<file path="config.mk">
export PLATFORM = sky130hd
export DESIGN_NAME = zports
export DESIGN_NICKNAME = d
export VERILOG_FILES = /design/src/rtl/zports.sv
export SDC_FILE = /design/constraint.sdc
export NUM_CORES = 1
export LEC_CHECK = 0
export BUFFER_PORTS_ARGS = -buffer_cell sky130_fd_sc_hd__buf_2
export CORE_UTILIZATION = 50
export CTS_CLUSTER_SIZE = 25
export DETAILED_ROUTE_END_ITERATION = 8
export HOLD_SLACK_MARGIN = 0.15
export PLACE_DENSITY = 0.78
export SYNTH_ARGS = -nofsm -noshare
export SYNTH_HDL_FRONTEND = slang
export SYNTH_SLANG_ARGS = --single-unit
</file>
<file path="constraint.sdc">
create_clock -name fclk -period 2.8 [get_ports fclk]
set_clock_uncertainty 0.1 [all_clocks]
set_input_delay 0.56 -clock fclk [delete_from_list [all_inputs] [get_ports fclk]]
set_output_delay 0.56 -clock fclk [all_outputs]
set_load 0.05 [all_outputs]
</file>
<file path="src/rtl/zports.sv">
// ---------------------------------------------------------------------------
// zports -- ports-side configuration/status register file of the ZX-bus
// decoder.
//
// Captures Z80 port writes through a synchronized strobe and commits them to
// registers 1..3. Read data is served combinationally. Drives the ROM-window
// mapping and W5300 port-mode controls back into the bus decoder, stretches
// reset pulses for the W5300 and SL811, and merges their interrupt lines into
// one ZX-bus interrupt.
//
// Build option: define ZPORTS_INT_EN to build the interrupt logic. Without it,
// register 3 reads 0x00, writes to it are ignored and zint_n is tied high.
//
// Parameters:
//   RST_CTR_W      width of each chip reset counter; pulse = 2^RST_CTR_W-1 cycles
// Ports:
//   fclk           system clock
//   zrst_n         asynchronous active-low reset
//   ports_wrena    bus address selects the register window
//   ports_wrstb_n  asynchronous active-low write strobe (IORQ_n | WR_n)
//   ports_addr     register index (za[9:8])
//   ports_wrdata   raw Z80 write data
//   ports_rddata   combinational read data for ports_addr
//   rommap_win     16K window index for W5300 memory mapping
//   rommap_ena     memory mapping enable
//   w5300_ports    1: base-port low half to W5300, 0: to SL811
//   w5300_rst_n    W5300 hardware reset (registered, active-low)
//   sl811_rst_n    SL811 hardware reset (registered, active-low)
//   w5300_int_n    W5300 interrupt, active-low, asynchronous
//   sl811_intrq    SL811 interrupt, active-high, asynchronous
//   zint_n         ZX-bus interrupt request, registered, active-low
// ---------------------------------------------------------------------------
module zports #(
    parameter int RST_CTR_W = 8
) (
    input  logic       fclk,
    input  logic       zrst_n,
    input  logic       ports_wrena,
    input  logic       ports_wrstb_n,
    input  logic [1:0] ports_addr,
    input  logic [7:0] ports_wrdata,
    output logic [7:0] ports_rddata,
    output logic [1:0] rommap_win,
    output logic       rommap_ena,
    output logic       w5300_ports,
    output logic       w5300_rst_n,
    output logic       sl811_rst_n,
    input  logic       w5300_int_n,
    input  logic       sl811_intrq,
    output logic       zint_n
);

    localparam logic [RST_CTR_W-1:0] CTR_ONES = '1;
    localparam logic [RST_CTR_W-1:0] CTR_ONE  = RST_CTR_W'(1);
    localparam logic [RST_CTR_W-1:0] CTR_ZERO = '0;

    // -----------------------------------------------------------------------
    // Write strobe capture
    // -----------------------------------------------------------------------
    logic       strb_s1, strb_s2, strb_s3;
    logic [2:0] sync_vld;   // fills with ones once s1..s3 hold real samples
    logic       idle_seen;  // strobe observed idle since reset
    logic       armed;
    logic       commit;
    logic       wr_fire;

    // The synchronizer is preset to the idle level, so right after reset its
    // "idle" is not a real observation. idle_seen waits until s2/s3 carry
    // sampled values and show the strobe high; a strobe already low when
    // reset is released is therefore never committed.
    assign commit  = ~strb_s2 & ~strb_s3 & armed & idle_seen;
    assign wr_fire = commit & ports_wrena;

    // NOTE: sequential state uses non-blocking assignments so every flop
    // samples the pre-edge values of the others (the s1->s2->s3 chain would
    // collapse into a single flop with blocking assignments).
    always_ff @(posedge fclk or negedge zrst_n) begin
        if (!zrst_n) begin
            strb_s1   <= 1'b1;
            strb_s2   <= 1'b1;
            strb_s3   <= 1'b1;
            sync_vld  <= 3'b000;
            idle_seen <= 1'b0;
            armed     <= 1'b1;
        end else begin
            strb_s1  <= ports_wrstb_n;
            strb_s2  <= strb_s1;
            strb_s3  <= strb_s2;
            sync_vld <= {sync_vld[1:0], 1'b1};
            if (sync_vld[2] && strb_s2 && strb_s3)
                idle_seen <= 1'b1;
            if (commit)
                armed <= 1'b0;
            else if (strb_s2 && strb_s3)
                armed <= 1'b1;
        end
    end

    logic wr_cfg, wr_rst;
    assign wr_cfg = wr_fire && (ports_addr == 2'd1);
    assign wr_rst = wr_fire && (ports_addr == 2'd2);

    // -----------------------------------------------------------------------
    // CONFIG register
    // -----------------------------------------------------------------------
    always_ff @(posedge fclk or negedge zrst_n) begin
        if (!zrst_n) begin
            rommap_ena  <= 1'b0;
            rommap_win  <= 2'b00;
            w5300_ports <= 1'b0;
        end else if (wr_cfg) begin
            rommap_ena  <= ports_wrdata[0];
            rommap_win  <= ports_wrdata[2:1];
            w5300_ports <= ports_wrdata[4];
        end
    end

    // -----------------------------------------------------------------------
    // Chip reset pulse stretchers
    // -----------------------------------------------------------------------
    logic [RST_CTR_W-1:0] w_cnt, w_cnt_nx;
    logic [RST_CTR_W-1:0] s_cnt, s_cnt_nx;
    logic                 w_start, s_start;

    assign w_start = wr_rst & ports_wrdata[0];
    assign s_start = wr_rst & ports_wrdata[1];

    // NOTE: every always_comb output gets a default first, so no path leaves
    // it unassigned and no latch is inferred.
    always_comb begin
        w_cnt_nx = w_cnt;
        s_cnt_nx = s_cnt;
        if (w_start)
            w_cnt_nx = CTR_ONES;
        else if (w_cnt != CTR_ZERO)
            w_cnt_nx = w_cnt - CTR_ONE;
        if (s_start)
            s_cnt_nx = CTR_ONES;
        else if (s_cnt != CTR_ZERO)
            s_cnt_nx = s_cnt - CTR_ONE;
    end

    // rst_n is registered from the next counter value: a reload on the final
    // decrement keeps the next value nonzero, so the output never glitches.
    always_ff @(posedge fclk or negedge zrst_n) begin
        if (!zrst_n) begin
            w_cnt       <= CTR_ONES;
            s_cnt       <= CTR_ONES;
            w5300_rst_n <= 1'b0;
            sl811_rst_n <= 1'b0;
        end else begin
            w_cnt       <= w_cnt_nx;
            s_cnt       <= s_cnt_nx;
            w5300_rst_n <= (w_cnt_nx == CTR_ZERO);
            sl811_rst_n <= (s_cnt_nx == CTR_ZERO);
        end
    end

    // -----------------------------------------------------------------------
    // Interrupt aggregation
    // -----------------------------------------------------------------------
    logic [7:0] int_rddata;
    logic       unused_ok;

`ifdef ZPORTS_INT_EN
    logic       wi_s1, wi_s2, wi_s3;
    logic       si_s1, si_s2, si_s3;
    logic [1:0] pend, en;       // index 1: SL811, index 0: W5300
    logic [1:0] pend_set, pend_clr;
    logic       wr_int;

    assign wr_int   = wr_fire && (ports_addr == 2'd3);
    assign pend_set = {si_s2 & ~si_s3, wi_s3 & ~wi_s2};
    assign pend_clr = wr_int ? ports_wrdata[1:0] : 2'b00;

    always_ff @(posedge fclk or negedge zrst_n) begin
        if (!zrst_n) begin
            wi_s1  <= 1'b1;
            wi_s2  <= 1'b1;
            wi_s3  <= 1'b1;
            si_s1  <= 1'b0;
            si_s2  <= 1'b0;
            si_s3  <= 1'b0;
            pend   <= 2'b00;
            en     <= 2'b00;
            zint_n <= 1'b1;
        end else begin
            wi_s1  <= w5300_int_n;
            wi_s2  <= wi_s1;
            wi_s3  <= wi_s2;
            si_s1  <= sl811_intrq;
            si_s2  <= si_s1;
            si_s3  <= si_s2;
            // Set after clear: a new edge in the clearing cycle survives.
            pend   <= (pend & ~pend_clr) | pend_set;
            if (wr_int)
                en <= ports_wrdata[5:4];
            zint_n <= ~|(pend & en);
        end
    end

    assign int_rddata = {2'b00, en, 2'b00, pend};
    assign unused_ok  = &{1'b0, ports_wrdata};
`else
    assign int_rddata = 8'h00;
    assign zint_n     = 1'b1;
    assign unused_ok  = &{1'b0, ports_wrdata, w5300_int_n, sl811_intrq};
`endif

    // -----------------------------------------------------------------------
    // Read mux
    // -----------------------------------------------------------------------
    always_comb begin
        ports_rddata = 8'hFF;
        case (ports_addr)
            2'd0: ports_rddata = 8'hFF;
            2'd1: ports_rddata = {3'b000, w5300_ports, 1'b0, rommap_win, rommap_ena};
            2'd2: ports_rddata = {6'b000000, ~sl811_rst_n, ~w5300_rst_n};
            2'd3: ports_rddata = int_rddata;
            default: ports_rddata = 8'hFF;
        endcase
    end

endmodule

</file>
After elaboration in Yosys (flattened, before gate mapping)
Index checks and enable logic that the tools add are counted.

Bitwise operators: 10. Add/subtract/negate cells: 2. Equality and inequality tests: 3. Multiplexer cells: 7. Reductions and logical operators: 11.

Operators by type and width (number): $mux W8 (4); $pmux W8 S4 (1); $logic_not A8 Y1 (2); $reduce_bool A8 Y1 (2); $sub A8 B1 Y8 const B (2); $and A1 B1 Y1 (6); $logic_and A1 B1 Y1 (5); $eq A2 B2 Y1 const B (2); $not A1 Y1 (4); $eq A2 B1 Y1 const B (1); $logic_not A2 Y1 (1); $mux W1 (2); $reduce_bool A2 Y1 (1).

Word-level logic and storage cells: 46. Register bits: 30. Input port bits: 16. Output and inout bits: 15.

Logic depth before layout (Yosys ltp)
Depth in word-level cells: 9. Gate-level depth with buffers: 6. Mapped depth without buffers: 6.

Worst setup path after synthesis
No wires, ideal clock.

Path kind: input to output. Start point: input ports_addr[1]. End point: output ports_rddata[5]. Arrival: 1.800 ns. Stages on the path: 3. Path slack: 0.340 ns. Path buffers: 2. Data required time: 2.140 ns. Path through: clkbuf_1 > nor2_1 > buf_4.

Cells in the longest elaborated chain, start to end: 2. Elaborated cells between the ends (all ways): 5. Those cells by class: eq/ne: 3; mux: 1; reduce/logical: 1.

Ends and longest elaborated chain: start, declared (line 40) `input logic [1:0] ports_addr,`; $eq A2 B2 Y1 (tied with other cells) (line 215) `case (ports_addr)`; $pmux W8 S4 * (line 215); end, declared (line 42) `output logic [7:0] ports_rddata,`.

Mark *: on every way between the ends. The rest lies on a longest branch, timed or not.

Worst setup path in the final report
Start point: register armed. End point: register sl811_rst_n.

Cells in the longest elaborated chain, start to end: 7.

Ends and longest elaborated chain: start, declared (line 63) `logic armed;`; start signal, assigned (line 84) `armed <= 1'b1;`; start signal, assigned (line 93) `armed <= 1'b0;`; start signal, assigned (line 95) `armed <= 1'b1;`; $and A1 B1 Y1 (2 in a row) (line 71) `assign commit = ~strb_s2 & ~strb_s3 & armed & idle_seen;`; $and A1 B1 Y1 (line 72) `assign wr_fire = commit & ports_wrena;`; $logic_and A1 B1 Y1 (line 101) `assign wr_rst = wr_fire && (ports_addr == 2'd2);`; $and A1 B1 Y1 (line 126) `assign s_start = wr_rst & ports_wrdata[1];`; $mux W8 (line 137) `if (s_start)`; named net s_cnt_nx[6] (line 122) `logic [RST_CTR_W-1:0] s_cnt, s_cnt_nx;`; $logic_not A8 Y1 (line 155) `sl811_rst_n <= (s_cnt_nx == CTR_ZERO);`; end signal, assigned (line 155); end, declared (line 47) `output logic sl811_rst_n,`.

The timed path passes the listed nets, and every way through them passes these cells. A chain may end at the register's enable or synchronous reset.

==> impl_metrics.toml <==
[run_status]
status = "finished, violations left"
violations = "design-rule violations"

[die]
start_util_pct = 54.61
core_area_um2 = 2853
io_pins = 31
dieArea_um2 = 3343
chipHeight_um = 57.82
rows = 19
die_w_um = 57.82

[timing]
setup_tns_ns = 0
slew_violations = 0
hold_violations = 0
period_minus_slack_ns = 2.001
period_share_pct = 71.48
worstMarginPinSlew_ns = 0.6407
setup_viol = 0
max_slew_margin_pct = 57.29
rsz0062_at_grt = "no"
max_freq_ghz = 0.4997

[worst_setup_path]
reg2reg_from = "armed$_DFFE_PN1P_"
crit_path_max_fanout = 8
startpoint = "armed$_DFFE_PN1P_"
crit_type = "flip-flop to flip-flop"
cp.required_ns = 2.91
timing.reg2reg.setup_slack_ns = 0.80
crit_path_end_kind = "flip-flop"
crit_arrival_ns = 2.11
r2r_end = "sl811_rst_n$_DFF_PN0_"
startpoint_type = "flip-flop"
crit_end = "sl811_rst_n$_DFF_PN0_"
rr_worst_depth = 4

[drt]
met2_length_um = 1383
drcViolationCount = 6
wl_per_cell_um = 14.44
first_pass_iters = 6
ant_nets = 0
top_layer = "met4"
vias = 1183
drt-vias-per-instance = 5.828
finalWirelength_um = 2932
met1Wirelength_um = 1285
drt_iter0_markers = 58
met3_length_um = 210

[grt]
grt_max_degree = 31
grt_antenna_before_repair = 0
grt_pass1_vias = 1076
overflow = 0
grt_pass1_wl_um = 4795
track_usage_pct = 19.45

[cells_and_area]
syn_to_final_growth_pct = 12.13
fillCellCount = 239
final_layout_size_suffix_gt1_share_pct = 37.21
stdcell_count = 203
layout_common_cells = "buf_2 (23), dfstp_2 (20), inv_1 (11), o21ai_0 (11), dfrtp_1 (10)"
mostFrequentLayoutCell = "buf_2"
fin_nets = 191
n_antenna_cell = 0

[clock_tree]
clkTransAtPathRegs_ns = 0.09
numCtsBuffers = 5
worstSkewPairLatency_ns = 0.33
clockRootBuffer = "clkbuf_4"
cts_tree = "built"
cts_htree_levels = 2
clock_sinks = 30
cts.repair.resized = 0
cts.path.max_buffers = 2

[power]
leakage_nw = 0.7547
vdd_drop_max_mv = 0.4575
p_per_area_nw_per_um2 = 963.3

[logic_synthesis]
synthArstFlopShare_pct = 100.0
yosys_warnings = 0
ys_seq_elements = 30
netlist_top_cells_area = "dfstp_2 (34%), dfrtp_1 (16%), mux2_2 (4.3%)"
synthFlopType = "dfstp_2"
netlist_area_um2 = 1558
yosysTopAreaCell = "dfstp_2"
synth-edff-count = 0
synth_top_area_share_pct = 33.73
yosys.cell_types.count = 39
ys_seq_area_share_pct = 49.80
synthCells = 145
avgSynthCellArea_um2 = 10.74

[job]
drv_cap = 0

[hold_path]
hp-class = "input port to flip-flop"

[placement]
dp.cells = 194
place.gp.congestion = 0.8802
io_buffer_count = 23
dpl.hpwl_um = 2091
[cell usage after synthesis, types with 2 or more instances]
master / count
dfstp_2: 20
inv_1: 11
o21ai_0: 11
dfrtp_1: 10
nand2_1: 8
nor2_1: 7
mux2_2: 6
a21oi_1: 5
nand2b_1: 5
nor4_1: 5
xnor2_1: 5
buf_4: 4
ha_1: 4
nand3_1: 4
xor2_1: 4
nand4_1: 3
o211ai_1: 3
a22oi_1: 2
a31o_2: 2
clkbuf_1: 2
nor3_1: 2
nor3_4: 2
nor4_2: 2
nor4bb_1: 2
or4_4: 2
[layer usage]
layer / GRT usage [%] / vias up
met4: 11.90 / 0
li1: - / 573
met2: 31.86 / 45
met1: 23.42 / 558
met3: 4.241 / 7
met5: 0 / -
[worst max-delay path, cell delays in order, from the launching register on]
cell      delay [ns]
dfstp_2         0.55
nor4bb_1        0.48
nand4_1         0.40
o211ai_1        0.26
nor4_1          0.10
[logic make-up after synthesis]
family	after synthesis	synth area share, %
flip-flops	30	49.80
AND/OR/NAND/NOR	49	20.56
adder cells (fa/ha/maj)	4	3.213
XOR/XNOR	9	5.060
other	1	0.2407
AO/OA/AOI/OAI	28	11.08
multiplexers	7	4.980
buffers and inverters	17	5.061
[how the worst min path moves through the flow]
stage / from / end / slack, ns / cells after the start
6_report: ports_wrstb_n / strb_s1$_DFF_PN1_ / 0.22 / 1
5_1_grt: ports_wrstb_n / strb_s1$_DFF_PN1_ / 0.21 / 1
4_1_cts: ports_wrstb_n / strb_s1$_DFF_PN1_ / 0.21 / 1
3_5_place_dp: sync_vld[1]$_DFF_PN0_ / sync_vld[2]$_DFF_PN0_ / 0.24 / 0
3_3_place_gp: sync_vld[1]$_DFF_PN0_ / sync_vld[2]$_DFF_PN0_ / 0.23 / 0
2_1_floorplan: zrst_n / idle_seen$_DFFE_PN0P_ / 0.16 / 0
[power breakdown]
group,switching (mW),internal [mW]
Sequential,0.167,0.639
Clock,0.139,0.124
Combinational,0.363,0.251
[sequential cells by signal (all words and copies together) (netlist names)]
register     flops
w_cnt            8
strb_s3          1
s_cnt            8
rommap_win       2
sync_vld         3
strb_s1          1
w5300_rst_n      1
w5300_ports      1
armed            1
sl811_rst_n      1
strb_s2          1
idle_seen        1
rommap_ena       1
[area by class of cell]
class | instances | area [um2] | share of cell area (%)
Tap cell | 31 | 38.79 | 2.221
Inverter | 11 | 41.29 | 2.364
Clock buffer | 8 | 58.81 | 3.367
Multi-Input combinational cell | 99 | 706.9 | 40.47
Sequential cell | 30 | 775.7 | 44.41
Timing Repair Buffer | 24 | 125.1 | 7.163
[what timing repair did]
| item | in CTS | in global routing |
|---|---|---|
| buffers inserted | 0 | 0 |
| hold endpoints to repair | 1 | 0 |
| hold buffers | 1 | 0 |
[metrics by stage]
step                hold slack (ns)  area [um2]  setup slack, ns  utilization (%)  power [mW]
detailed placement           0.2362        1678           0.8180            58.82       1.411
global placement             0.2311        1678           0.8498            58.82       1.366
CTS                          0.2143        1747           0.8079            61.23       1.686
finish                       0.2223        1747           0.7987            61.23       1.682
global route                 0.2135        1747           0.6822            61.23       1.798
floorplan                    0.1644        1562           0.3400                -       1.263
Note: power is estimated with default switching activity, not from simulation.
